$ cat config.mk
export PLATFORM = sky130hd
export DESIGN_NAME = pipo_rr_arbiter
export DESIGN_NICKNAME = d
export VERILOG_FILES = /design/src/rtl/pipo_rr_arbiter.sv
export SDC_FILE = /design/constraint.sdc
export NUM_CORES = 1
export LEC_CHECK = 0
export ABC_AREA = 1
export BUFFER_PORTS_ARGS = -buffer_cell sky130_fd_sc_hd__buf_2
export CORE_ASPECT_RATIO = 0.7
export CORE_UTILIZATION = 40
export DETAILED_ROUTE_END_ITERATION = 8
export HOLD_SLACK_MARGIN = 0.03
export SYNTH_ARGS = -nofsm -noshare
export SYNTH_HDL_FRONTEND = slang
export SYNTH_SLANG_ARGS = --single-unit
$ cat constraint.sdc
create_clock -name clk -period 3.85 [get_ports clk]
set_clock_uncertainty 0.1 [all_clocks]
set_input_delay 0.1925 -clock clk [delete_from_list [all_inputs] [get_ports clk]]
set_output_delay 0.1925 -clock clk [all_outputs]
set_load 0.01 [all_outputs]
$ cat src/rtl/pipo_rr_arbiter.sv
// Round-robin arbiter sharing one PIPO holding register among 4 requesters.
// Ports: clk, rst, req[3:0], data_in[4*WIDTH] -> grant, owner, parallel_out, out_valid, busy.
module pipo_rr_arbiter #(
  parameter int WIDTH       = 4,
  parameter int HOLD_CYCLES = 2
) (
  input  logic               clk,
  input  logic               rst,
  input  logic [3:0]         req,
  input  logic [4*WIDTH-1:0] data_in,
  output logic [3:0]         grant,
  output logic [1:0]         owner,
  output logic [WIDTH-1:0]   parallel_out,
  output logic               out_valid,
  output logic               busy
);

  typedef enum logic [1:0] {
    IDLE  = 2'd0,
    GRANT = 2'd1,
    HOLD  = 2'd2
  } state_t;

  localparam logic [3:0] HOLD_LOAD =
    (HOLD_CYCLES > 0) ? 4'(HOLD_CYCLES - 1) : 4'd0;

  state_t             state_q, state_d;
  logic [1:0]         ptr_q, ptr_d;
  logic [3:0]         cnt_q, cnt_d;
  logic [3:0]         grant_q, grant_d;
  logic [1:0]         owner_q, owner_d;
  logic [WIDTH-1:0]   data_q, data_d;
  logic               valid_q, valid_d;
  logic               busy_q, busy_d;

  logic [1:0]         win;
  logic               hit;
  logic [WIDTH-1:0]   win_word;

  // Scan from the highest offset down so the lowest offset from ptr wins.
  always_comb begin
    win = '0;
    hit = 1'b0;
    for (int k = 3; k >= 0; k--) begin
      if (req[ptr_q + 2'(k)]) begin
        win = ptr_q + 2'(k);
        hit = 1'b1;
      end
    end
  end

  always_comb begin
    win_word = data_in[int'(win)*WIDTH +: WIDTH];
  end

  always_comb begin
    state_d = state_q;
    ptr_d   = ptr_q;
    cnt_d   = cnt_q;
    grant_d = '0;
    owner_d = owner_q;
    data_d  = data_q;
    valid_d = valid_q;
    unique case (state_q)
      IDLE: begin
        if (hit) begin
          grant_d = 4'b0001 << win;
          owner_d = win;
          data_d  = win_word;
          valid_d = 1'b1;
          ptr_d   = win + 2'd1;
          state_d = GRANT;
        end
      end
      GRANT: begin
        if (HOLD_CYCLES == 0) begin
          state_d = IDLE;
        end else begin
          cnt_d   = HOLD_LOAD;
          state_d = HOLD;
        end
      end
      HOLD: begin
        if (cnt_q == 4'd0) begin
          state_d = IDLE;
        end else begin
          cnt_d = cnt_q - 4'd1;
        end
      end
      default: begin
        state_d = IDLE;
      end
    endcase
    // busy follows the state being entered so it is a clean register.
    busy_d = (state_d != IDLE);
  end

  always_ff @(posedge clk) begin
    if (rst) begin
      state_q <= IDLE;
      ptr_q   <= '0;
      cnt_q   <= '0;
      grant_q <= '0;
      owner_q <= '0;
      data_q  <= '0;
      valid_q <= 1'b0;
      busy_q  <= 1'b0;
    end else begin
      state_q <= state_d;
      ptr_q   <= ptr_d;
      cnt_q   <= cnt_d;
      grant_q <= grant_d;
      owner_q <= owner_d;
      data_q  <= data_d;
      valid_q <= valid_d;
      busy_q  <= busy_d;
    end
  end

  assign grant        = grant_q;
  assign owner        = owner_q;
  assign parallel_out = data_q;
  assign out_valid    = valid_q;
  assign busy         = busy_q;

endmodule
==> metrics.txt <==
run status finished clean; Worst-path clk slew approximately 0.070 ns; chip height between 40 and 50 µm; Final Core Density 54.0%; met1 Usage GRT about a quarter; Setup crit end kind register; Reg-to-Reg Start ptr_q[0]$_SDFFE_PP0P_; Final setup viols 0; # diodes 0; GPL Wtd Cong between 0.8 and 0.9; Initial Util 44.2%; worst hold-check path type primary input to register; final worst path period share 51.6%; io pins 34; vias 1,123; I/O Buffers 33; hold bufs inserted after CTS 0; root buffer cell clkbuf_8; average wire per standard cell 10.6 µm; sequential area share after synthesis a little over a third; Num CTS Buffers 3; Total Power about 1.1 mW; Place WS 1.88 ns; Critical Path Start Type register; Worst Path Arrival 2.08 ns; layout cells sized above 1 slightly above 30%; Clk Latency, worst-skew pair 0.25 ns; core area about 2600 µm²; min cycle time layout 1.99 ns; reg-to-reg endpoint parallel_out[0]$_SDFFE_PP0P_; Required @ worst endpoint between 3 and 4 ns; drt via density roughly 4.9; hold depth 2; Synth area leaders dfxtp_1 (35%), nand3_1 (14%), nand2_1 (14%); drt drc 0; Final Cell Area around 1400 µm²; vias in the first global route ~940; Setup WS post-layout 1.86 ns; Final Hold Fails 0; fin nets 220; hpwl dp a little under 2000 µm; global routing met3 resource utilization under 10%; die area 3060 µm²; WHS Endpoint cnt_q[0]$_SDFFE_PP0P_; initial antenna violation count 0; synth unique cells 24; top-count cell post-synth nand2_1; gr busiest metal met2; Final ANT Viol Nets 0; Synth Area per Inst 7.15 µm²; power per cell area between 800 and 900 nW/µm²; Post-Syn Area about 1100 µm²; row cnt 15; Seq cells post-synth 20; Pins Over Slew Limit 0; post_cts resized 0; Post-Syn Instances between 150 and 200; first-pass GRT wire length ~4000 µm; Commonest cells post-synth nand2_1 (42), nand3_1 (32), dfxtp_1 (20); flop2flop setup slack between 1.5 and 2 ns; routed wire length ~2400 µm; met2 Track Usage GR between 20% and 30%; Hold Startpoint rst; TritonCTS clock tree done; Synth area leader dfxtp_1; CTS H-tree lvls 1; syn_nets 183; pin count of the biggest net entering global routing 13; area post-placement around 1300 µm²; Lkg Pwr approximately 0.74 nW; RSZ-0062 raised after global routing no; YS warnings 0; crit path kind register to register; Iteration-0 DRC Markers 58; total gr overflow 0; Setup TNS 0 ns; R2R cell count 12; TritonRoute pass-1 iters 5; ys flop type dfxtp_1; ys async rst share 0%; maximum clock path buffer count 2; Crit Path Max Fanout 12; actual slew at the worst max-slew pin approximately 0.48 ns; FMAX 0.503 GHz; number of flops mapped to enable cells by yosys 0; Slew headroom roughly 68%; Area Overhead vs Synth 22.1%; # Max-Cap Violations 0; Total GRT Usage between 15 and 20%; Max IR drop VDD 0.292 mV; setup bufs post-CTS 0; die width approximately 66 µm; Synth top area share approximately a third; Sink Count 20
==> registers in the layout, summed over array words and instances (netlist names) <==
signal        flops
owner             2
grant             4
ptr_q             2
parallel_out      4
state_q           2
out_valid         1
cnt_q             4
busy              1
==> worst max-delay path by stage <==
stage,cells after the start,start,slack (ns),end
floorplan,11,ptr_q[0]$_SDFFE_PP0P_,2.32,parallel_out[0]$_SDFFE_PP0P_
global route,12,ptr_q[0]$_SDFFE_PP0P_,1.66,parallel_out[1]$_SDFFE_PP0P_
finish,12,ptr_q[0]$_SDFFE_PP0P_,1.86,parallel_out[0]$_SDFFE_PP0P_
detailed placement,11,ptr_q[0]$_SDFFE_PP0P_,1.88,ptr_q[1]$_SDFFE_PP0P_
CTS,11,ptr_q[0]$_SDFFE_PP0P_,1.86,ptr_q[1]$_SDFFE_PP0P_
global placement,11,ptr_q[0]$_SDFFE_PP0P_,1.99,ptr_q[1]$_SDFFE_PP0P_
==> area by class of cell <==
type,count,area [µm²]
clock buffers,4,55.1
fillers,252,1180
inverters,23,86.3
multi-input cells,115,638
flip-flops and latches,20,400
well taps,34,42.5
repair buffers,33,165
==> critical path, stage by stage, from the launching register on <==
cell	delay (ns)
dfxtp_1	0.62
inv_1	0.15
nand2_1	0.12
nand3_1	0.10
nand2_1	0.11
nand3_2	0.12
nand2_2	0.10
nand2_4	0.10
nand2_8	0.13
nand2_1	0.06
nand3_1	0.06
nand3_1	0.09
nand2_1	0.07
==> cells by family after synthesis <==
group,count (synthesis),share of synthesized area (%)
compound gates,9,4.41
xor+xnor,2,1.54
fa+ha+maj,2,2.20
buf+inv,24,8.59
flops,20,35.2
simple gates,102,48.0
==> cell usage in the layout, fill, tap and decap left out, types with 5 or more instances in the layout <==
cell	Yosys	final
nand2_1	42	42
buf_2	0	33
nand3_1	32	32
dfxtp_1	20	20
inv_1	17	17
nor2_1	9	9
nand3_2	6	6
inv_2	5	5
a21oi_1	5	5
==> routing by layer <==
layer,routed length [µm],part of all wire (%),vias up
met4,7,0.29,0
met1,1260,52,504
met5,0,0,-
met2,1040,43,31
met3,131,5.4,2
li1,-,-,586
==> report_power, final <==
group / switching [mW] / internal, mW
Clock: 0.0649 / 0.0909
Combinational: 0.411 / 0.224
Sequential: 0.0509 / 0.283
Total: 0.527 / 0.598
==> metrics by stage <==
step	cells	hold slack, ns
floorplan	159	0.162
global placement	225	0.340
detailed placement	225	0.359
CTS	229	0.137
global route	229	0.137
finish	229	0.134
(Power assumes the default switching activity.)
